--- src/rtl/rv_regfile_sb.sv ---
// Integer register file with same-cycle writeback bypass and a per-register
// pending-write scoreboard for RAW hazard stalls in Decode.
module rv_regfile_sb #(
  parameter int XLEN  = 32,
  parameter int NREG  = 32,
  parameter int CNT_W = 2
) (
  input  logic                    clk,
  input  logic                    rst_n,
  input  logic [$clog2(NREG)-1:0] rs1_addr,
  input  logic [$clog2(NREG)-1:0] rs2_addr,
  output logic [XLEN-1:0]         rs1_data,
  output logic [XLEN-1:0]         rs2_data,
  output logic                    rs1_busy,
  output logic                    rs2_busy,
  input  logic                    issue_vld,
  input  logic [$clog2(NREG)-1:0] issue_rd,
  output logic                    issue_rdy,
  input  logic                    wb_vld,
  input  logic [$clog2(NREG)-1:0] wb_addr,
  input  logic [XLEN-1:0]         wb_data,
  output logic                    sb_err
);

  localparam int AW = $clog2(NREG);
  localparam logic [CNT_W-1:0] CMAX = '1;
  localparam logic [CNT_W-1:0] CONE = CNT_W'(1);

  logic [XLEN-1:0]  regs_q [NREG];
  logic [XLEN-1:0]  regs_d [NREG];
  logic [CNT_W-1:0] cnt_q  [NREG];
  logic [CNT_W-1:0] cnt_d  [NREG];
  logic             sb_err_q;
  logic             sb_err_d;

  logic wb_ok;
  logic issue_ok;

  assign wb_ok     = wb_vld & (wb_addr != '0);
  assign issue_rdy = (issue_rd == '0) | (cnt_q[issue_rd] != CMAX);
  assign issue_ok  = issue_vld & issue_rdy & (issue_rd != '0);

  always_comb begin
    rs1_data = regs_q[rs1_addr];
    if (rs1_addr == '0)
      rs1_data = '0;
    else if (wb_vld && wb_addr == rs1_addr)
      rs1_data = wb_data;
  end

  always_comb begin
    rs2_data = regs_q[rs2_addr];
    if (rs2_addr == '0)
      rs2_data = '0;
    else if (wb_vld && wb_addr == rs2_addr)
      rs2_data = wb_data;
  end

  // The last outstanding write landing this cycle is bypassed, not stalled.
  assign rs1_busy = (rs1_addr != '0)
                  & (cnt_q[rs1_addr] != '0)
                  & !(wb_vld && wb_addr == rs1_addr
                      && cnt_q[rs1_addr] == CONE);
  assign rs2_busy = (rs2_addr != '0)
                  & (cnt_q[rs2_addr] != '0)
                  & !(wb_vld && wb_addr == rs2_addr
                      && cnt_q[rs2_addr] == CONE);

  always_comb begin
    for (int r = 0; r < NREG; r++) begin
      regs_d[r] = regs_q[r];
      cnt_d[r]  = cnt_q[r];
    end
    regs_d[0] = '0;
    cnt_d[0]  = '0;
    for (int r = 1; r < NREG; r++) begin
      logic inc;
      logic dec;
      inc = issue_ok & (issue_rd == AW'(r));
      dec = wb_ok & (wb_addr == AW'(r)) & (cnt_q[r] != '0);
      if (wb_ok && wb_addr == AW'(r))
        regs_d[r] = wb_data;
      if (inc && !dec)
        cnt_d[r] = cnt_q[r] + CONE;
      else if (dec && !inc)
        cnt_d[r] = cnt_q[r] - CONE;
    end
  end

  assign sb_err_d = sb_err_q | (wb_ok & (cnt_q[wb_addr] == '0));
  assign sb_err   = sb_err_q;

  always_ff @(posedge clk or negedge rst_n) begin
    if (!rst_n) begin
      for (int r = 0; r < NREG; r++) begin
        regs_q[r] <= '0;
        cnt_q[r]  <= '0;
      end
      sb_err_q <= 1'b0;
    end else begin
      regs_q   <= regs_d;
      cnt_q    <= cnt_d;
      sb_err_q <= sb_err_d;
    end
  end

endmodule

--- config.mk ---
export PLATFORM = sky130hd
export DESIGN_NAME = rv_regfile_sb
export DESIGN_NICKNAME = d
export VERILOG_FILES = /design/src/rtl/rv_regfile_sb.sv
export SDC_FILE = /design/constraint.sdc
export NUM_CORES = 2
export LEC_CHECK = 0
export BUFFER_PORTS_ARGS = -buffer_cell sky130_fd_sc_hd__clkbuf_2
export CAP_MARGIN = 20
export CELL_PAD_IN_SITES_DETAIL_PLACEMENT = 1
export CELL_PAD_IN_SITES_GLOBAL_PLACEMENT = 1
export CORE_ASPECT_RATIO = 1.25
export CORE_MARGIN = 8
export CORE_UTILIZATION = 58
export CTS_CLUSTER_DIAMETER = 60
export DETAILED_ROUTE_END_ITERATION = 10
export PLACE_DENSITY_LB_ADDON = 0.1
export SYNTH_ARGS = -nofsm -noshare
export SYNTH_HDL_FRONTEND = slang
export SYNTH_SLANG_ARGS = --single-unit
--- constraint.sdc ---
create_clock -name clk -period 4.6 [get_ports clk]
set_clock_uncertainty 0.05 [all_clocks]
set_input_delay 0.69 -clock clk [delete_from_list [all_inputs] [get_ports clk]]
set_output_delay 0.69 -clock clk [all_outputs]
set_load 0.005 [all_outputs]
# Yosys cells after proc, flatten, opt, wreduce, memory -nomap -nowiden
# Index checks and enable logic that the tools add are counted.
[classes]
add_sub_neg = 62
magnitude_cmp = 4
n_eq_ne = 67
mux = 84
n_bitwise = 107
reduce_logical = 233
[op_table]
columns = ["op", "count"]
rows = [
  ["32-bit binary-select mux with 5-bit select", 2],
  ["32-bit 2-to-1 mux", 8],
  ["5-bit equality test, second input constant", 32],
  ["2-bit 2-to-1 mux", 70],
  ["2-bit nonzero test", 64],
  ["1-bit bitwise AND", 101],
  ["1-bit logical AND", 97],
  ["5-bit by 4-bit equality test with 1-bit output, second input constant", 16],
  ["1-bit logical NOT", 64],
  ["2-bit by 1-bit adder with 2-bit output, second input constant", 31],
  ["2-bit by 1-bit subtractor with 2-bit output, second input constant", 31],
  ["2-bit binary-select mux with 5-bit select", 4],
  ["5-bit by 3-bit equality test with 1-bit output, second input constant", 8],
  ["6-bit >= comparator, second input constant", 4],
  ["5-bit NOT with 6-bit output", 4],
  ["5-bit by 2-bit equality test with 1-bit output, second input constant", 4],
  ["5-bit nonzero test", 4],
  ["5-bit logical NOT", 3],
  ["5-bit by 1-bit equality test with 1-bit output, second input constant", 2],
  ["5-bit equality test", 2],
  ["2-bit by 1-bit equality test with 1-bit output, second input constant", 2],
  ["2-bit logical NOT", 1],
  ["2-bit inequality test, second input constant", 1],
  ["1-bit OR", 2],
]
[totals]
ff_bits = 1055
inputBits = 56
out_inout_bits = 68
elab_cells = 620

# Longest topological paths before layout
[logic_depth]
depth_word = 13
ltp_mapped = 12
ltp_nobuf = 10

# Least setup slack after synthesis
# Ideal clock, no wire load.
[synth_timing]
path_type = "input to output"
startpoint = "input port rs2_addr[1]"
endpoint = "output port rs2_data[0]"
t_arrival_ns = 2.420
required_time_ns = 3.860
setup_slack_ns = 1.440
cell_stages = 8
n_path_buf = 4
cell_sequence = "buf_2 > buf_4 > buf_2 > buf_2 > mux4_2 > mux4_2 > a22oi_1 > nand2_1"
[synth_via]
elab_chain_len = 6
elab_cells_between_ends = 9
classes_between = "eq/ne: 1; mux: 5; bitwise: 1; reduce/logical: 2"
[synth_lines]
columns = ["element", "line", "text"]
rows = [
  ["start: declaration", "11", "input logic [$clog2(NREG)-1:0] rs2_addr,"],
  ["5-bit NOT with 6-bit output (not written as such)", "52", "rs2_data = regs_q[rs2_addr];"],
  ["32-bit binary-select mux with 5-bit select", "52", ""],
  ["32-bit 2-to-1 mux (not written as such) (2 in series)", "52", ""],
  ["32-bit 2-to-1 mux", "55", "else if (wb_vld && wb_addr == rs2_addr)"],
  ["32-bit 2-to-1 mux (*)", "53", "if (rs2_addr == '0)"],
  ["end: declaration", "13", "output logic [XLEN-1:0] rs2_data,"],
]
# Mark *: on every way between the ends. The rest lies on a longest branch, timed or not. The select of a mux whose other input is x is not followed.

# Worst setup path in the final report
[layout_timing]
startpoint = "input port rs2_addr[0]"
endpoint = "output port rs2_data[19]"
# Same word-level chain as after synthesis.

==> impl_metrics.json <==
{
  "design_area_um2": 65700,
  "setup_ws_ns": 0.370,
  "drv_cap": 0,
  "die_height_um": 374,
  "pre_cts_ws_ns": 0.475,
  "post-route-min-period_ns": 4.23,
  "syn_area_per_cell_um2": 14.1,
  "fin_setup_tns_ns": 0,
  "grtUsageTotal_pct": 36.4,
  "status": "finished clean",
  "use_met1_pct": 47.5,
  "yosys_warnings": 0,
  "synth_top_cell_area_share_pct": 44.4,
  "hpwl_um": 122000,
  "grt_pass1_wl_um": 306000,
  "async_flop_share_pct": 100,
  "internal_power_mw": 20.7,
  "drt.antenna.violating_nets": 0,
  "die_area_um2": 113000,
  "clockBufferDepth": 3,
  "cp-startpoint": "rs2_addr[0]",
  "grt_util_met3_pct": 7.11,
  "p_sw_mw": 8.67,
  "coreArea_um2": 102000,
  "drc": 0,
  "rsz0062_at_grt": "false",
  "drt-initial-drc-count": 3677,
  "grt_max_degree": 128,
  "rr_startpoint": "cnt_q[16]$_DFFE_PN0P_",
  "cts_buffers": 111,
  "layout_commonest_cell": "mux2_2",
  "placed_cell_area_um2": 62000,
  "grt_antenna_before_repair": 8,
  "synth_top_area_cell": "dfrtp_1",
  "start_util_pct": 58.3,
  "synth_area_leaders": "dfrtp_1, mux2_2, mux4_2, mux2i_1, clkbuf_1",
  "p_sw_share_pct": 29.6,
  "arrival_ns": 3.49,
  "required_ns": 3.86,
  "synth_edf_count": 0,
  "pwr-share-seq_pct": 45.1,
  "hold_viol_final": 0,
  "cts_tree": "done",
  "clk-insertion-delay-late_ns": 0.71,
  "cpPeakStageDelay_ns": 0.50,
  "syn_nets": 4298,
  "row_count": 131,
  "routedWlPerCell_um": 36.3,
  "die_w_um": 302,
  "setup_violations": 0,
  "fin_nets": 4278,
  "comb_power_share_pct": 23.3,
  "path_cells": "buf_8 -> buf_12 -> nor2b_4 -> buf_4 -> a221oi_1 -> nor3_1 -> a211oi_1 -> o31ai_1 -> clkbuf_2",
  "drive_gt1_share_pct": 51.6,
  "grt_overflow": 0,
  "synth_cell_types": 66,
  "first_pass_iters": 5,
  "relSlewSlack_pct": 27.6,
  "fmax_mhz": 236,
  "vias_per_cell": 7.26,
  "placed_cells": 5407,
  "clk_pin_slew_worst_paths_ns": 0.06,
  "seq_area_frac_synth_pct": 44.4,
  "clockPowerShare_pct": 31.6,
  "clock-root-buffer": "clkbuf_16",
  "area_delta_synth_final_pct": 10.5,
  "globalplace.congestion": 0.843,
  "power_density_nw_per_um2": 446,
  "met2_usage_pct": 57.6,
  "ctsResizeCount": 0,
  "hp-start": "regs_q[298]$_DFFE_PN0P_",
  "port_buffers": 123,
  "io_pins": 124,
  "crit_fanout": 42,
  "cp_slowest_cell": "o31ai_1",
  "drt-total-wl_um": 204000,
  "end_kind": "primary output",
  "final_cell_mix": "mux2_2, dfrtp_1, mux4_2",
  "period_share_pct": 91.9,
  "ir_drop_uv": 355,
  "vias": 40712,
  "synth_area_um2": 59500,
  "netlist_instances": 4211,
  "holdWs_ns": 0.475,
  "ctsHtreeMaxLevel": 3,
  "report.final.slew_viol_count": 0,
  "hp-class": "reg2reg",
  "synth-seq-cells": 1055,
  "worst_slew_pin_slew_ns": 1.09,
  "top_usage_layer": "met2",
  "synth_ff_type": "dfrtp_1",
  "grt_pass1_vias": 44759,
  "critPathKind": "in2out",
  "cts_num_sinks": 1055,
  "startpoint_type": "primary input",
  "power_leakage_nw": 28.5,
  "layoutNonFillerInstCount": 5608
}
[power groups by stage]
stage / clock network [mW] / logic, mW / registers (mW)
2_1_floorplan: 0 / 5.24 / 12.4
3_3_place_gp: 0 / 6.48 / 13.1
3_5_place_dp: 0 / 6.72 / 13.3
4_1_cts: 9.36 / 6.83 / 13.2
5_1_grt: 9.70 / 7.27 / 13.5
6_report: 9.27 / 6.83 / 13.2
[routing by layer]
layer | vias to the layer above | wire (um)
met4 | 6 | 12400
met1 | 22154 | 77700
li1 | 16016 | -
met2 | 1920 | 98400
met3 | 616 | 15200
met5 | - | 35
[registers in the layout, indices dropped and copies added (netlist names)]
signal and cells:
sb_err 1, cnt_q 62, regs_q 992
[path summary, 6_finish.rpt]
check / end / slack (ns) / cells past startpoint
setup reg to reg: cnt_q[17]$_DFFE_PN0P_ / 1.96 / 10
setup / recovery: rs2_data[19] / 0.37 / 9
hold / removal: regs_q[298]$_DFFE_PN0P_ / 0.47 / 1
max in group asynchronous: regs_q[457]$_DFFE_PN0P_ / 2.66 / 3
hold reg to reg: regs_q[298]$_DFFE_PN0P_ / 0.47 / 1
min in group asynchronous: regs_q[217]$_DFFE_PN0P_ / 0.57 / 2
[stage by stage]
step / power [mW] / util (%)
after floorplan: 17.7 / -
after global placement: 19.5 / 60.8
after detailed placement: 20.0 / 60.8
after CTS: 29.4 / 64.5
after global routing: 30.4 / 64.5
final: 29.3 / 64.5
[critical path, delay by kind of cell]
family	cells	cell delay (ns)
buffers and inverters	4	1.11
AO/OA/AOI/OAI	3	0.77
AND/OR/NAND/NOR	2	0.84
[cell families after synthesis]
logic type | share of synthesized area, %
compound gates | 4.69
xor+xnor | 1.52
fa+ha+maj | 0.652
buf+inv | 3.45
flops | 44.4
mux | 42.1
simple gates | 3.22
[area by class of cell]
cell class	instances	area, um^2
Clock inverter	21	272
Sequential cell	1055	26400
Antenna cell	5	12.5
Timing Repair Buffer	314	2630
Fill cell	9258	36200
Multi-Input combinational cell	2704	31300
Clock buffer	174	3440
Inverter	5	18.8
Tap cell	1330	1660
[cell usage after synthesis (53+ instances only)]
cell type  count
mux2i_1       83
nand2_1      157
o22ai_1       54
nor2_1       116
clkbuf_1     210
buf_1         53
buf_2        148
mux2_2      1186
o21ai_0       65
xor2_1        68
dfrtp_1     1055
mux4_2       474
a21oi_1       53
[timing repair]
action,CTS,global route
setup buffers,0,0
hold endpoints to repair,59,0
hold buffers,1,0
Power figures use the tool's default switching activity.
